**config.mk**
```make
export PLATFORM = sky130hd
export DESIGN_NAME = instr_trip_unit
export DESIGN_NICKNAME = d
export VERILOG_FILES = /design/src/rtl/instr_pkg.sv /design/src/rtl/instr_trip_channel.sv /design/src/rtl/instr_trip_unit.sv
export SDC_FILE = /design/constraint.sdc
export NUM_CORES = 1
export LEC_CHECK = 0
export BUFFER_PORTS_ARGS = -buffer_cell sky130_fd_sc_hd__buf_2
export CAP_MARGIN = 20
export CORE_MARGIN = 2
export CORE_UTILIZATION = 35
export DETAILED_ROUTE_END_ITERATION = 10
export PLACE_DENSITY = 0.71
export SLEW_MARGIN = 10
export SYNTH_ARGS = -nofsm -noshare
export SYNTH_HDL_FRONTEND = slang
export SYNTH_SLANG_ARGS = --single-unit
```
**constraint.sdc**
```tcl
create_clock -name clk -period 1.5 [get_ports clk]
set_input_delay 0.15 -clock clk [delete_from_list [all_inputs] [get_ports clk]]
set_output_delay 0.15 -clock clk [all_outputs]
set_load 0.1 [all_outputs]
```
**src/rtl/instr_pkg.sv**
```systemverilog
// Shared types and helpers for the instrumentation trip unit.
package instr_pkg;
    localparam int ModeW = 2;

    typedef enum logic [ModeW-1:0] {
        BYPASS      = 2'd0,
        OPERATE     = 2'd1,
        MANUAL_TRIP = 2'd2,
        RESERVED    = 2'd3
    } trip_mode_t;

    // LSB position of channel ch in a bus of n fields of width w, channel 0 in the MSBs.
    function automatic int ch_lsb(input int ch, input int n, input int w);
        return w * (n - ch - 1);
    endfunction
endpackage

```
**src/rtl/instr_trip_channel.sv**
```systemverilog
// One sensor channel: configurable compare, saturating debounce counter and trip latch.
module instr_trip_channel
    import instr_pkg::*;
#(
    parameter int W           = 32,
    parameter int DebounceLen = 2
) (
    input  logic         clk,
    input  logic         rst_n,
    input  logic         accept,
    input  logic [W-1:0] v,
    input  logic [W-1:0] sp,
    input  logic         is_signed,
    input  logic         low,
    input  trip_mode_t   mode,
    input  logic         reset_trip,
    output logic         raw_exceed,
    output logic         sensor_trip,
    output logic         tripped
);
    localparam int CntW = $clog2(DebounceLen + 1);
    localparam logic [CntW-1:0] CntMax = CntW'(DebounceLen);

    logic [CntW-1:0] cnt, cnt_next;
    logic            exceed, trip_next, latch_next;

    always_comb begin
        if (is_signed) exceed = low ? ($signed(v) < $signed(sp)) : ($signed(sp) < $signed(v));
        else           exceed = low ? (v < sp) : (sp < v);
        cnt_next  = exceed ? ((cnt == CntMax) ? cnt : cnt + 1'b1) : '0;
        // Without an accept the debounced trip simply holds its last value.
        trip_next = accept ? (cnt_next == CntMax) : sensor_trip;
        case (mode)
            BYPASS:  latch_next = 1'b0;
            OPERATE: latch_next = trip_next ? 1'b1 : (reset_trip ? 1'b0 : tripped);
            default: latch_next = 1'b1;
        endcase
    end

    always_ff @(posedge clk or negedge rst_n) begin
        if (!rst_n) begin
            cnt         <= '0;
            raw_exceed  <= 1'b0;
            sensor_trip <= 1'b0;
            tripped     <= 1'b0;
        end else begin
            if (accept) begin
                cnt         <= cnt_next;
                raw_exceed  <= exceed;
                sensor_trip <= trip_next;
            end
            tripped <= latch_next;
        end
    end
endmodule

```
**src/rtl/instr_trip_unit.sv**
```systemverilog
// Multi-channel trip evaluation with valid/ready input and a backpressured result register.
// All per-channel vectors put channel i at bit NChannels-1-i, matching the packed buses.
module instr_trip_unit
    import instr_pkg::*;
#(
    parameter int NChannels   = 3,
    parameter int W           = 32,
    parameter int DebounceLen = 2
) (
    input  logic                     clk,
    input  logic                     rst_n,
    input  logic                     sample_valid,
    output logic                     sample_ready,
    input  logic [NChannels*W-1:0]   vals,
    input  logic [NChannels*W-1:0]   setpoints,
    input  logic [NChannels-1:0]     cmp_signed,
    input  logic [NChannels-1:0]     cmp_low,
    input  logic [NChannels*2-1:0]   mode,
    input  logic [NChannels-1:0]     reset_trip,
    output logic                     out_valid,
    input  logic                     out_ready,
    output logic [NChannels-1:0]     raw_exceed,
    output logic [NChannels-1:0]     sensor_trip,
    output logic [NChannels-1:0]     ch_tripped
);
    logic accept;

    assign sample_ready = ~out_valid | out_ready;
    assign accept       = sample_valid & sample_ready;

    always_ff @(posedge clk or negedge rst_n) begin
        if (!rst_n)         out_valid <= 1'b0;
        else if (accept)    out_valid <= 1'b1;
        else if (out_ready) out_valid <= 1'b0;
    end

    for (genvar i = 0; i < NChannels; i++) begin : g_ch
        localparam int B  = NChannels - 1 - i;
        localparam int VL = ch_lsb(i, NChannels, W);
        localparam int ML = ch_lsb(i, NChannels, ModeW);

        instr_trip_channel #(.W(W), .DebounceLen(DebounceLen)) u_ch (
            .clk         (clk),
            .rst_n       (rst_n),
            .accept      (accept),
            .v           (vals[VL +: W]),
            .sp          (setpoints[VL +: W]),
            .is_signed   (cmp_signed[B]),
            .low         (cmp_low[B]),
            .mode        (trip_mode_t'(mode[ML +: ModeW])),
            .reset_trip  (reset_trip[B]),
            .raw_exceed  (raw_exceed[B]),
            .sensor_trip (sensor_trip[B]),
            .tripped     (ch_tripped[B])
        );
    end
endmodule
```
# After elaboration in Yosys (flattened, before gate mapping)
# Index checks and enable logic that the tools add are counted.
dict set report op_classes {
  eq_ne 12
  n_reduce_logical 4
  add_sub_neg 3
  bitwise 3
  mux 29
  shift 0
  order_cmp 12
  n_div 0
  multipliers 0
}
# cell count
set ops {}
lappend ops {{< comparator 32 bit} 12}
lappend ops {{two-way mux 1 bit} 20}
lappend ops {{equality test 2 bit, second input constant} 6}
lappend ops {{two-way mux 2 bit} 6}
lappend ops {{inequality test 3 x 2 -> 1 bit, second input constant} 3}
lappend ops {{adder 2 x 1 -> 2 bit, second input constant} 3}
lappend ops {{equality test 2 x 1 -> 1 bit, second input constant} 3}
lappend ops {{logical NOT 2 bit} 3}
lappend ops {{one-hot mux 1 bit (2 select lines)} 3}
lappend ops {{nonzero test 2 bit} 1}
lappend ops {{bitwise AND 1 bit} 1}
lappend ops {{inverter 1 bit} 1}
lappend ops {{OR 1 bit} 1}
dict set report totals {
  register_bits 16
  ram_bits 0
  n_memories 0
  rom_bits 0
  output_inout_bits 11
  latchBits 0
}

# Depth between registers and ports, before layout
# Gate-level depths: netlist of run 1.
dict set report depth {
  word_depth 8
  ltp_mapped 11
}

# By module
# From an unflattened synthesis of run 1, not the netlist that was laid out.
dict set report hier_totals {
  hier_cells 746
  area_unflattened_um2 5554.1
}
# mod area_each_um2 seq_area_each_um2 cells_each instances
set by_module_without_submodules {}
lappend by_module_without_submodules {{instr_trip_channel at g_ch[0].u_ch ...} 1830.5 125.1 249 2}
lappend by_module_without_submodules {{instr_trip_channel at g_ch[1].u_ch} 1839.3 125.1 244 1}
lappend by_module_without_submodules {instr_trip_unit 53.8 25.0 4 1}

# Least setup slack after synthesis of run 1
# Ideal clock, no wire load.
dict set report synth_path {
  path_kind {register to register}
  start {register out_valid}
  end {register g_ch[2].u_ch.cnt[0]}
  path_slack_ps -1269
  setup_ps 121
  n_path_buf 1
  required_ps 1379
  synth_period_minus_slack_ps 2769
  arrival_time_ps 2648
  path_stages_with_launch 6
  path_cell_list {dfrtp_1 nand2b_1 and2_1 clkbuf_1 o211a_1 a22o_1}
}
dict set report synth_via {
  elab_chain_len 3
}
# element line_no
set synth_rtl {}
lappend synth_rtl {{from (decl)} instr_trip_unit.sv:20} ;# output logic out_valid,
lappend synth_rtl {{from (signal assigned)} instr_trip_unit.sv:32} ;# if (!rst_n) out_valid <= 1'b0;
lappend synth_rtl {{from (signal assigned)} instr_trip_unit.sv:33} ;# else if (accept) out_valid <= 1'b1;
lappend synth_rtl {{from (signal assigned)} instr_trip_unit.sv:34} ;# else if (out_ready) out_valid <= 1'b0;
lappend synth_rtl {{inverter 1 bit} instr_trip_unit.sv:28} ;# assign sample_ready = ~out_valid | out_ready;
lappend synth_rtl {{OR 1 bit} instr_trip_unit.sv:28}
lappend synth_rtl {{net sample_ready} instr_trip_unit.sv:13} ;# output logic sample_ready,
lappend synth_rtl {{bitwise AND 1 bit} instr_trip_unit.sv:29} ;# assign accept = sample_valid & sample_ready;
lappend synth_rtl {{to (signal assigned)} instr_trip_channel.sv:48} ;# cnt <= cnt_next;
lappend synth_rtl {{to (decl)} instr_trip_channel.sv:24} ;# logic [CntW-1:0] cnt, cnt_next;
# The timed path passes the listed nets, and every way through them passes these cells.
# A chain may end at the register's enable or synchronous reset.

# Final worst setup path of run 1
dict set report layout_path {
  start {input port vals[71]}
  end {register g_ch[0].u_ch.tripped}
}
dict set report layout_via {
  elab_chain_len 8
  elab_cells_between_ends 13
  classes_between {order compare (4); eq/ne (2); mux (7)}
}
# element line_no
set layout_rtl {}
lappend layout_rtl {{from (decl)} instr_trip_unit.sv:14} ;# input logic [NChannels*W-1:0] vals,
lappend layout_rtl {{< comparator 32 bit (on tied branches)} {instr_trip_channel.sv:29, instr_trip_channel.sv:28}}
lappend layout_rtl {{two-way mux 1 bit (on tied branches)} {instr_trip_channel.sv:29, instr_trip_channel.sv:28}}
lappend layout_rtl {{two-way mux 1 bit (*)} instr_trip_channel.sv:28} ;# if (is_signed) exceed = low ? ($signed(v) < $signed(sp)) : ($signed(sp) < $signed(v));
lappend layout_rtl {{two-way mux 2 bit (*)} instr_trip_channel.sv:30} ;# cnt_next = exceed ? ((cnt == CntMax) ? cnt : cnt + 1'b1) : '0;
lappend layout_rtl {{equality test 2 bit (*)} instr_trip_channel.sv:32} ;# trip_next = accept ? (cnt_next == CntMax) : sensor_trip;
lappend layout_rtl {{two-way mux 1 bit (*)} instr_trip_channel.sv:32}
lappend layout_rtl {{two-way mux 1 bit} instr_trip_channel.sv:35} ;# OPERATE: latch_next = trip_next ? 1'b1 : (reset_trip ? 1'b0 : tripped);
lappend layout_rtl {{one-hot mux 1 bit (2 select lines)} instr_trip_channel.sv:33} ;# case (mode)
lappend layout_rtl {{to (signal assigned)} instr_trip_channel.sv:52} ;# tripped <= latch_next;
lappend layout_rtl {{to (decl)} instr_trip_channel.sv:19} ;# output logic tripped
# Mark *: on every way between the ends. The rest lies on a longest branch, timed or not.

==> results of run 1 <==
-- Yosys cell counts, drive strengths merged (2+ instances only) --
master / number
o211ai: 6
o21ai: 32
nor4: 2
and2: 3
a21boi: 2
a21o: 15
nand4: 9
and4: 8
buf: 9
a21oi: 76
a221o: 2
a2111oi: 4
xnor2: 2
dfrtp: 16
ha: 191
a211oi: 4
nand3: 12
or3: 3
or4: 2
inv: 204
nor3: 5
clkbuf: 2
o211a: 2
a22o: 3
a221oi: 4
nor2: 15
nand2: 47
o22ai: 4
a31oi: 3
a32oi: 2
nand4b: 3
nand2b: 9
nor2b: 8
-- metrics by stage --
stage          std cells  instance area (um^2)
2_1_floorplan        726                  5970
3_5_place_dp        1230                  8050
6_report            1242                  9110
4_1_cts             1240                  8770
5_1_grt             1242                  9110
3_3_place_gp        1230                  8050
-- area by class of cell --
class / count / area share, %
antenna: 1 / 0.0275
clock buffer: 4 / 0.975
inverter: 204 / 9.09
multi-input combinational: 495 / 58.0
sequential: 16 / 4.41
tap: 188 / 2.58
timing repair buffer: 334 / 24.9
-- sequential cells by signal, indices dropped and copies added, names as in the netlist --
register and flops:
out_valid 1, g_ch.u_ch.raw_exceed 3, g_ch.u_ch.sensor_trip 3, g_ch.u_ch.tripped 3, g_ch.u_ch.cnt 6
-- power breakdown --
group,internal [mW],switching (mW)
sequential,0.559,0.0587
combinational,1.38,1.67
clock,0.405,0.166
-- timing repair --
item / in CTS / in global routing
setup endpoints to repair: 15 / 15
hold buffers: 1 / 0
pin swaps: 43 / 31
buffers inserted: 6 / 1
endpoints found under the hold margin: 16 / 0
resized for setup: 119 / 74
-- per-layer routing --
layer  vias to the layer above  track usage, %
met5                         -               0
met4                         2            5.24
met3                        32            3.96
met2                       180            38.1
met1                      2712            20.3
li1                       3034               -
-- cell families (layout without fill, tap and decap cells) --
| family | Yosys count | after routing | share of synthesized area, % |
|---|---|---|---|
| fa+ha+maj | 191 | 191 | 44.4 |
| xor+xnor | 3 | 3 | 0.488 |
| other cells | 0 | 1 | 0 |
| simple gates | 131 | 131 | 12.8 |
| compound gates | 170 | 170 | 19.3 |
| buf+inv | 215 | 542 | 15.6 |
| flops | 16 | 16 | 7.43 |
-- worst max-delay path, cell delays in order --
cell and delay (ns):
buf_2 0.10, inv_1 0.05, ha_1 0.34, nand4_1 0.19
nor2_4 0.17, a21oi_1 0.08, a41o_1 0.25, a221oi_2 0.23
xnor2_1 0.10, or4_1 0.43, a31oi_1 0.18
-- path summary, 6_finish.rpt --
path                                                startpoint                              endpoint  slack [ns]  depth (start not counted)
max                                                   vals[71]      g_ch[0].u_ch.tripped$_DFFE_PN0P_       -0.61                         11
min                                               sample_valid                 out_valid$_DFFE_PN0P_        0.12                          2
max reg2reg                    g_ch[0].u_ch.cnt[0]$_DFFE_PN0P_      g_ch[0].u_ch.tripped$_DFFE_PN0P_        0.01                          5
min reg2reg                g_ch[0].u_ch.raw_exceed$_DFFE_PN0P_   g_ch[0].u_ch.raw_exceed$_DFFE_PN0P_        0.47                          2
max in group asynchronous                                rst_n                 out_valid$_DFFE_PN0P_        0.80                          2
min in group asynchronous                                rst_n  g_ch[2].u_ch.sensor_trip$_DFFE_PN0P_        0.40                          2
==> out/qor.csv, run 1 <==
stage,metric,value,unit
detailed_routing,DR DRC count,0,
clock_tree,Worst-Skew Late Latency,0.25,ns
placed_design,pre-CTS WS,-1.08,ns
placed_design,# port buffers,221,
clock_tree,Max Root-Sink Buffers,2,
clock_tree,Num CTS Buffers,3,
clock_tree,root buf cell,clkbuf_16,
setup_path,crit path max fanout,3,
clock_tree,Clock transition at path regs,0.05,ns
timing,clk_skew,0.00344,ns
logic_synthesis,"Seq/Total Area, Yosys",7.43,%
grt,global route total overflow,0,
clock_tree,clk sinks,16,
die,Placeable Area,15100,um^2
die,Die Ht,128,um
die,die area,16400,um^2
logic_synthesis,cell count after synthesis,726,
setup_path,startpoint types,primary input,
cells_and_area,multi-input logic area,5280,um^2
logic_synthesis,Synth area leader,ha_1,
detailed_routing,DRT Pass-1 Iters,4,
cells_and_area,P&R area growth vs syn,69.1,%
placed_design,GPL Wtd Cong,0.879,
cells_and_area,nets,1456,
logic_synthesis,Mapped Area,5390,um^2
pwr,"Power, Total",4.24,mW
grt,largest net degree at the start of global routing,17,
timing,Fin. Hold Viols,0,
die,Starting Density,35.6,%
status,failing checks,negative setup slack,
cells_and_area,share of cells above drive strength 1,49.4,%
clock_tree,CTS tree,built,
logic_synthesis,Yosys cell types,54,
timing,slew margin rel.,64.7,%
die,chip width,128,um
detailed_routing,routed vias/inst,4.80,
logic_synthesis,async set-or-reset flop fraction in the synthesized netlist,100,%
flow_run,Max Cap Viol,0,
die,Ports,222,
timing,Setup Viol. Count Final,15,
cells_and_area,"Core Util, Final",60.1,%
min_path,Hold Path Class,primary input to flip-flop,
cells_and_area,Filler cells,1323,
setup_path,"Arr. time, crit path",2.28,ns
placed_design,DPL Wire Length,13400,um
timing,Final Max Tran Viols,0,
detailed_routing,Max Used Layer,met5,
setup_path,crit path capture type,flip-flop,
detailed_routing,DR WL met3,1020,um
grt,first-pass GRT wire length,26100,um
timing,Max Fclk,473,MHz
grt,Tot GR Track Use,19.2,%
timing,Final Cycle Share,141,%
pwr,Power per Cell Area,465,nW/um^2
detailed_routing,post-DR wirelength/cell,13.1,um
pwr,VDD IR max,0.347,mV
clock_tree,H-Tree Level Count,1,
timing,post-route setup slack,-0.613,ns
logic_synthesis,Post-synth EDFFs,0,
detailed_routing,Initial DRC Count,138,
logic_synthesis,synthesized flop and latch total,16,
cells_and_area,storage element area,402,um^2
grt,number of global-route vias before repair,6158,
logic_synthesis,main area contributors after synthesis,"ha_1 44%, inv_1 14%, dfrtp_1 7.4%, a21oi_1 7.1%, nand2_1 3.3%",
detailed_routing,DRT antenna net count,0,
setup_path,CP required,1.66,ns
pwr,Leakage,5.04,nW
logic_synthesis,Main synth FF type,dfrtp_1,
grt,initial antenna violation count,2,
timing,actual slew at the worst max-slew pin,0.533,ns
detailed_routing,met2 WL,8500,um
status,status,"complete, but fails checks",
timing,RSZ-0062 raised after global routing,yes,
logic_synthesis,Syn Nets,1128,
logic_synthesis,mean post-synth cell area,7.42,um^2
detailed_routing,WL met1,6330,um
timing,min Tclk post-route,2.11,ns
timing,setup TNS,-6.03,ns
logic_synthesis,Synthesis Warnings,0,
detailed_routing,via count,5960,
logic_synthesis,post-synth top area share,44.4,%
cells_and_area,"commonest cells after routing, fill and taps aside","178 x buf_2, 162 x inv_1, 129 x ha_1",
die,Rows,45,
detailed_routing,Final Routed Wirelength,16300,um
timing,Hold WS,0.116,ns
setup_path,Crit Path Class,primary input to flip-flop,
cells_and_area,"most common cell after layout, fill and taps aside",buf_2,
No activity file was read; power rests on OpenSTA's default activity.
==> run 2: changes to the inputs <==
--- a/config.mk
+++ b/config.mk
@@ -8,9 +8,9 @@
 export BUFFER_PORTS_ARGS = -buffer_cell sky130_fd_sc_hd__buf_2
 export CAP_MARGIN = 20
 export CORE_MARGIN = 2
-export CORE_UTILIZATION = 35
+export CORE_UTILIZATION = 30
 export DETAILED_ROUTE_END_ITERATION = 10
-export PLACE_DENSITY = 0.71
+export PLACE_DENSITY = 0.63
 export SLEW_MARGIN = 10
 export SYNTH_ARGS = -nofsm -noshare
 export SYNTH_HDL_FRONTEND = slang
==> run 2 against run 1 <==
Net effect:
- the flow still finishes with violations (negative setup slack)
- sequential power is essentially flat
- combinational power shrank 1%
- worst setup slack gained 0.037 ns
- first-iteration DRC count shrank 25%
- total power shrank 0.73%
- clock power grew 0.7%
- cell count grew 3.3%
- largest power group unchanged
==> out/qor.csv, run 2 (synthesis results as in run 1) <==
stage,metric,value,unit,change
placed_design,DPL Wire Length,14100,um,+5.0%
placed_design,placed cells,1270,,+3.3%
flow_run,Max Cap Viol,0,,unchanged
pwr,Leakage,5.05,nW,+0.29%
die,Starting Density,30.9,%,-4.6 points
timing,slew margin rel.,65.6,%,+0.92 points
pwr,combinational share of power,71.6,%,-0.3 points
cells_and_area,share of cells above drive strength 1,49.4,%,about the same
setup_path,critical path depth,12,,+1
pwr,P_sw,1.89,mW,-0.29%
die,Ports,222,,unchanged
die,Rows,48,,+6.7%
detailed_routing,via count,5829,,-2.2%
setup_path,crit path max fanout,4,,+1
grt,Tot GR Track Use,16.6,%,-2.6 points
clock_tree,CTS tree,built,,
min_path,Hold Path Depth,2,,unchanged
setup_path,cells on worst reg2reg path,5,,unchanged
detailed_routing,DR DRC count,0,,unchanged
setup_path,"Arr. time, crit path",2.24,ns,-0.04 ns
setup_path,crit path capture type,flip-flop,,
cells_and_area,nets,1460,,+0.27%
setup_path,startpoint types,primary input,,
status,failing checks,negative setup slack,,
pwr,part of the power in registers,14.7,%,about the same
clock_tree,H-Tree Level Count,1,,unchanged
setup_path,Crit Path Class,primary input to flip-flop,,
grt,global route total overflow,0,,unchanged
placed_design,# port buffers,221,,unchanged
pwr,Power per Cell Area,461,nW/um^2,-0.95%
grt,number of global-route vias before repair,5920,,-3.9%
detailed_routing,DRT antenna net count,0,,unchanged
cells_and_area,"commonest cells after routing, fill and taps aside","183 x buf_2, 163 x inv_1, 130 x ha_1",,
pwr,clock network power share,13.7,%,+0.2 points
status,status,"complete, but fails checks",,
timing,Final Cycle Share,138,%,-2.5 points
pwr,VDD IR max,0.281,mV,-19%
grt,first-pass GRT wire length,25400,um,-2.7%
timing,post-route setup slack,-0.576,ns,+0.0372 ns
setup_path,critical path's slowest cell,or4_4,,
placed_design,GPL Wtd Cong,0.782,,-11%
timing,Final Max Tran Viols,0,,unchanged
detailed_routing,DRT Pass-1 Iters,4,,unchanged
placed_design,pre-CTS WS,-1.10,ns,-0.0204 ns
timing,Fin. Hold Viols,0,,unchanged
cells_and_area,non-filler cells in the finished layout,1283,,+3.3%
die,die area,19000,um^2,+16%
timing,RSZ-0062 raised after global routing,yes,,
clock_tree,Num CTS Buffers,3,,unchanged
die,Die Ht,138,um,+7.8%
die,Placeable Area,17400,um^2,+15%
timing,clk_skew,0.00140,ns,-0.00204 ns
pwr,cell internal pwr,2.32,mW,-1.1%
timing,Max Fclk,482,MHz,+1.8%
clock_tree,Clock transition at path regs,0.05,ns,about the same
detailed_routing,post-DR wirelength/cell,12.5,um,-4.2%
cells_and_area,number of flip-flops in the largest register,6,,unchanged
grt,largest net degree at the start of global routing,17,,unchanged
setup_path,CP required,1.67,ns,about the same
cells_and_area,P&R area growth vs syn,69.5,%,
timing,Setup Viol. Count Final,15,,unchanged
clock_tree,Max Root-Sink Buffers,2,,unchanged
clock_tree,clk sinks,16,,unchanged
detailed_routing,Final Routed Wirelength,16100,um,-1.1%
timing,setup TNS,-6.06,ns,-0.0357 ns
clock_tree,root buf cell,clkbuf_16,,
timing,min Tclk post-route,2.08,ns,-0.0372 ns
setup_path,max incr delay on CP,0.44,ns,about the same
pwr,sw frac,44.8,%,+0.20 points
cells_and_area,largest reg by FF count,g_ch.u_ch.cnt,,
setup_path,worst-path cell chain,buf_8 -> inv_8 -> ha_4 -> and4_4 -> nand2_4 -> nor2_4 -> a21oi_2 -> a41o_1 -> a221oi_2 -> xnor2_1 -> or4_4 -> a31oi_1,,
timing,actual slew at the worst max-slew pin,0.519,ns,-0.0140 ns
die,chip width,138,um,+7.8%
detailed_routing,routed vias/inst,4.54,,-5.3%
min_path,Hold Path Class,primary input to flip-flop,,
clock_tree,Worst-Skew Late Latency,0.24,ns,about the same
detailed_routing,Initial DRC Count,104,,-25%
setup_path,Buf/Inv on CP,2,,unchanged
setup_path,critical path's top delay family,simple AND/OR/NAND/NOR gates,,
cells_and_area,"most common cell after layout, fill and taps aside",buf_2,,
grt,initial antenna violation count,1,,-1
-- run 2: cell count changes in the layout (fill, tap and decap cells not counted), moves of 2 or more --
| cell | previous run | this run |
|---|---|---|
| inv_4 | 12 | 8 |
| buf_2 | 178 | 183 |
| nor2_4 | 3 | 1 |
| inv_2 | 27 | 30 |
| buf_6 | 34 | 29 |
| a2111oi_2 | 3 | 1 |
| ha_2 | 5 | 3 |
| buf_4 | 112 | 121 |
| o21ai_2 | 6 | 4 |
| buf_8 | 7 | 2 |
| o21ai_1 | 10 | 12 |
-- run 2: per-layer routing --
layer  global-route usage [%]  vias to the layer above  part of all wire (%)
li1                         -                     3041                     -
met2                     32.0                      144                    51
met4                     3.63                        0                   1.7
met3                     3.62                       16                   6.9
met5                        0                        -                     0
met1                     18.3                     2628                    40
-- run 2: cell type report --
cell class                 instances  area, um^2
fill                            1617        8290
multi-input combinational        495        5300
timing repair buffer             338        2230
inverter                         204         818
sequential                        16         402
tap                              225         282
clock buffer                       4        88.8
antenna                            1        2.50
-- run 2: worst paths after layout --
| path | from | endpoint | slack (ns) |
|---|---|---|---|
| max | vals[75] | g_ch[0].u_ch.tripped$_DFFE_PN0P_ | -0.58 |
| min | sample_valid | out_valid$_DFFE_PN0P_ | 0.13 |
| max reg2reg | g_ch[1].u_ch.cnt[0]$_DFFE_PN0P_ | g_ch[1].u_ch.tripped$_DFFE_PN0P_ | 0.05 |
| min reg2reg | g_ch[2].u_ch.raw_exceed$_DFFE_PN0P_ | g_ch[2].u_ch.raw_exceed$_DFFE_PN0P_ | 0.47 |
| max in group asynchronous | rst_n | out_valid$_DFFE_PN0P_ | 0.79 |
| min in group asynchronous | rst_n | g_ch[2].u_ch.raw_exceed$_DFFE_PN0P_ | 0.40 |
-- run 2: worst register-to-register path, stage by stage (launching register included) --
cell and delay [ns]:
dfrtp_1 0.32, inv_1 0.06, ha_1 0.29, inv_1 0.04, or4_1 0.51, a31oi_1 0.15
-- run 2: power by group through the flow --
| stage | logic [mW] | registers (mW) | clock network [mW] |
|---|---|---|---|
| floorplan | 1.70 | 0.621 | 0 |
| global placement | 2.61 | 0.621 | 0 |
| detailed placement | 2.66 | 0.627 | 0 |
| CTS | 2.87 | 0.622 | 0.601 |
| global route | 3.35 | 0.634 | 0.623 |
| finish | 3.01 | 0.619 | 0.575 |
-- run 2: per-stage QoR --
step           hold WS, ns  util [%]  instance area (um^2)  power, mW
6_report             0.125      52.4                  9130       4.20
2_1_floorplan       -0.146         -                  5970       2.33
3_3_place_gp         0.107      46.6                  8110       3.23
5_1_grt              0.132      52.4                  9130       4.61
4_1_cts              0.121      50.3                  8750       4.09
3_5_place_dp         0.107      46.6                  8110       3.28
-- run 2: repair_timing --
| action | 4_1_cts | 5_1_grt |
|---|---|---|
| hold buffers | 1 | 0 |
| buffers inserted | 6 | 2 |
| hold endpoints to repair | 16 | 0 |
| pin swaps | 32 | 35 |
| cloned | 0 | 0 |
| gates resized for setup | 103 | 74 |
| setup endpoints to repair | 15 | 15 |
==> run 3: changes to the inputs <==
--- a/config.mk
+++ b/config.mk
@@ -5,12 +5,14 @@
 export SDC_FILE = /design/constraint.sdc
 export NUM_CORES = 1
 export LEC_CHECK = 0
-export BUFFER_PORTS_ARGS = -buffer_cell sky130_fd_sc_hd__buf_2
 export CAP_MARGIN = 20
+export CELL_PAD_IN_SITES_DETAIL_PLACEMENT = 1
+export CELL_PAD_IN_SITES_GLOBAL_PLACEMENT = 2
 export CORE_MARGIN = 2
-export CORE_UTILIZATION = 30
+export CORE_UTILIZATION = 32
 export DETAILED_ROUTE_END_ITERATION = 10
-export PLACE_DENSITY = 0.63
+export DONT_BUFFER_PORTS = 1
+export PLACE_DENSITY = 0.86
 export SLEW_MARGIN = 10
 export SYNTH_ARGS = -nofsm -noshare
 export SYNTH_HDL_FRONTEND = slang
==> run 3 against run 2 <==
Net effect:
- the flow still finishes with violations (negative setup slack)
- fmax rose by 2.8%
- worst setup slack improved by 0.056 ns
- combinational power decreased by 15%
- routed wire length is 4.9% higher
- clock power increased by 2%
- first-iteration DRC count down 23%
- flip-flop and latch count is the same
- total power is 10% lower
- largest power group unchanged
- final area decreased by 20%
- via count down 13%
- highest routed layer unchanged
- clock-buffer cell count stayed put
==> out/qor.csv, run 3 (synthesis results as in run 1) <==
stage,metric,value,unit,change
status,status,"complete, but fails checks",,
status,failing checks,negative setup slack,,
grt,first-pass GRT wire length,27400,um,+7.8%
placed_design,Area after DPL,6540,um^2,-19%
detailed_routing,DRT Pass-1 Iters,5,,+1
clock_tree,Worst-Skew Late Latency,0.25,ns,about the same
die,Rows,47,,-2.1%
grt,number of global-route vias before repair,6000,,+1.4%
detailed_routing,Final Routed Wirelength,16900,um,+4.9%
cells_and_area,"commonest cells after routing, fill and taps aside","162 x inv_1, 133 x ha_1, 61 x a21oi_1",,
timing,post-route setup slack,-0.521,ns,+0.0556 ns
timing,Hold WS,0.0202,ns,-0.105 ns
detailed_routing,routed vias/inst,5.10,,+12%
pwr,P_sw,1.73,mW,-8.4%
detailed_routing,post-DR wirelength/cell,16.9,um,+35%
pwr,Leakage,3.83,nW,-24%
setup_path,critical path's top delay family,simple AND/OR/NAND/NOR gates,,
cells_and_area,"most common cell after layout, fill and taps aside",inv_1,,
clock_tree,Max Root-Sink Buffers,2,,unchanged
placed_design,# port buffers,0,,-100%
grt,met2 Use GR,38.2,%,+6.2 points
pwr,Power per Cell Area,513,nW/um^2,+11%
setup_path,max incr delay on CP,0.38,ns,-0.06 ns
detailed_routing,via count,5099,,-13%
cells_and_area,share of cells above drive strength 1,31.2,%,-18 points
die,Ports,222,,unchanged
grt,initial antenna violation count,1,,unchanged
timing,clk_skew,0.00249,ns,+0.00109 ns
cells_and_area,largest reg by FF count,g_ch.u_ch.cnt,,
setup_path,crit path max fanout,4,,unchanged
setup_path,critical path depth,10,,-2
clock_tree,CTS tree,built,,
die,Die Ht,134,um,-3.1%
clock_tree,clk sinks,16,,unchanged
grt,M3 GR Usage,4.07,%,+0.45 points
grt,largest net degree at the start of global routing,17,,unchanged
timing,min Tclk post-route,2.02,ns,-0.0556 ns
setup_path,startpoint types,primary input,,
timing,Final Max Tran Viols,0,,unchanged
setup_path,Buf/Inv on CP,1,,-1
timing,setup TNS,-5.26,ns,+0.804 ns
placed_design,GPL Wtd Cong,0.792,,+1.2%
timing,Max Fclk,495,MHz,+2.8%
timing,Final Cycle Share,135,%,-3.7 points
setup_path,critical path's slowest cell,or3_4,,
clock_tree,H-Tree Level Count,1,,unchanged
setup_path,worst-path cell chain,inv_8 -> ha_4 -> nand4_1 -> nor3_4 -> and4_1 -> o31a_1 -> nor4b_4 -> or3_4 -> o211a_1 -> a22o_1,,
min_path,Hold Path Depth,1,,-1
detailed_routing,Initial DRC Count,80,,-23%
cells_and_area,finished layout cell area,7340,um^2,-20%
setup_path,Crit Path Class,primary input to flip-flop,,
grt,global route total overflow,0,,unchanged
min_path,Min-Delay Startpoint,sample_valid,,
pwr,cell internal pwr,2.04,mW,-12%
timing,Fin. Hold Viols,0,,unchanged
pwr,clock network power share,15.5,%,+1.8 points
grt,grt met1 use,18.4,%,+0.090 points
detailed_routing,DR DRC count,0,,unchanged
placed_design,DPL Wire Length,14900,um,+5.4%
setup_path,"Arr. time, crit path",2.15,ns,-0.09 ns
pwr,VDD IR max,0.360,mV,+28%
pwr,sw frac,45.8,%,+0.99 points
setup_path,crit path capture type,flip-flop,,
setup_path,CP required,1.63,ns,-0.04 ns
setup_path,FF-to-FF Start,out_valid$_DFFE_PN0P_,,
setup_path,Worst Setup SP,vals[23],,
die,die area,17900,um^2,-6.1%
pwr,part of the power in registers,16.5,%,+1.8 points
timing,actual slew at the worst max-slew pin,0.795,ns,+0.276 ns
timing,slew margin rel.,46.8,%,-19 points
clock_tree,Clock transition at path regs,0.05,ns,about the same
cells_and_area,P&R area growth vs syn,36.3,%,
pwr,combinational share of power,67.9,%,-3.7 points
clock_tree,Num CTS Buffers,3,,unchanged
setup_path,cells on worst reg2reg path,6,,+1
grt,Top Usage Layer GRT,met2,,
detailed_routing,DRT antenna net count,0,,unchanged
die,Placeable Area,16500,um^2,-5.1%
pwr,"Power, Total",3.77,mW,-10%
timing,Setup Viol. Count Final,15,,unchanged
cells_and_area,nets,1181,,-19%
min_path,Hold Path Class,primary input to flip-flop,,
timing,RSZ-0062 raised after global routing,yes,,
clock_tree,root buf cell,clkbuf_16,,
grt,Tot GR Track Use,18.5,%,+1.9 points
cells_and_area,number of flip-flops in the largest register,6,,unchanged
die,Starting Density,32.6,%,+1.7 points
flow_run,Max Cap Viol,0,,unchanged
die,chip width,134,um,-3.1%
[run 3: cell types whose count changed in the layout (fill, tap and decap cells not counted), moves of 3 or more]
cell	previous run	this run
ha_4	58	54
buf_4	121	57
buf_2	183	0
inv_2	30	25
a21oi_2	18	14
a21oi_1	57	61
ha_1	130	133
buf_6	29	1
[run 3: power groups by stage]
| stage | logic [mW] | registers, mW | clock network (mW) |
|---|---|---|---|
| floorplan | 1.70 | 0.621 | 0 |
| global placement | 2.09 | 0.623 | 0 |
| detailed placement | 2.23 | 0.632 | 0 |
| CTS | 2.50 | 0.625 | 0.598 |
| global route | 2.85 | 0.641 | 0.610 |
| finish | 2.56 | 0.623 | 0.585 |
[run 3: cell type report]
type / instances / area, um^2
diodes: 1 / 2.50
clock buffers: 4 / 88.8
fillers: 1987 / 9180
inverters: 204 / 858
multi-input cells: 495 / 5270
flip-flops and latches: 16 / 402
well taps: 220 / 275
repair buffers: 59 / 449
[run 3: per-layer routing]
metal / up-vias / part of all wire [%]
met5: - / 0
met4: 0 / 1.6
met3: 20 / 7.1
met2: 139 / 55
met1: 2448 / 36
li1: 2492 / -
[run 3: worst paths after layout]
kind                                                        to  slack, ns
setup / recovery               g_ch[2].u_ch.cnt[1]$_DFFE_PN0P_      -0.52
hold / removal                           out_valid$_DFFE_PN0P_       0.02
setup reg to reg              g_ch[2].u_ch.tripped$_DFFE_PN0P_      -0.02
hold reg to reg            g_ch[0].u_ch.raw_exceed$_DFFE_PN0P_       0.48
max in group asynchronous                out_valid$_DFFE_PN0P_       0.52
min in group asynchronous      g_ch[1].u_ch.cnt[1]$_DFFE_PN0P_       0.43
[run 3: metrics by stage]
step / utilization [%] / cells / setup slack (ns)
finish: 44.4 / 999 / -0.521
global placement: 39.6 / 985 / -0.986
CTS: 43.5 / 996 / -0.566
detailed placement: 39.6 / 985 / -1.09
floorplan: - / 726 / -0.748
global route: 44.4 / 999 / -0.637
[run 3: timing repair]
| item | CTS | global route |
|---|---|---|
| endpoints found under the hold margin | 16 | 0 |
| gates resized for setup | 93 | 42 |
| endpoints found under the setup margin | 15 | 15 |
| cloned | 0 | 0 |
| pin swaps | 48 | 32 |
| setup buffers | 6 | 3 |
| hold buffers | 1 | 0 |
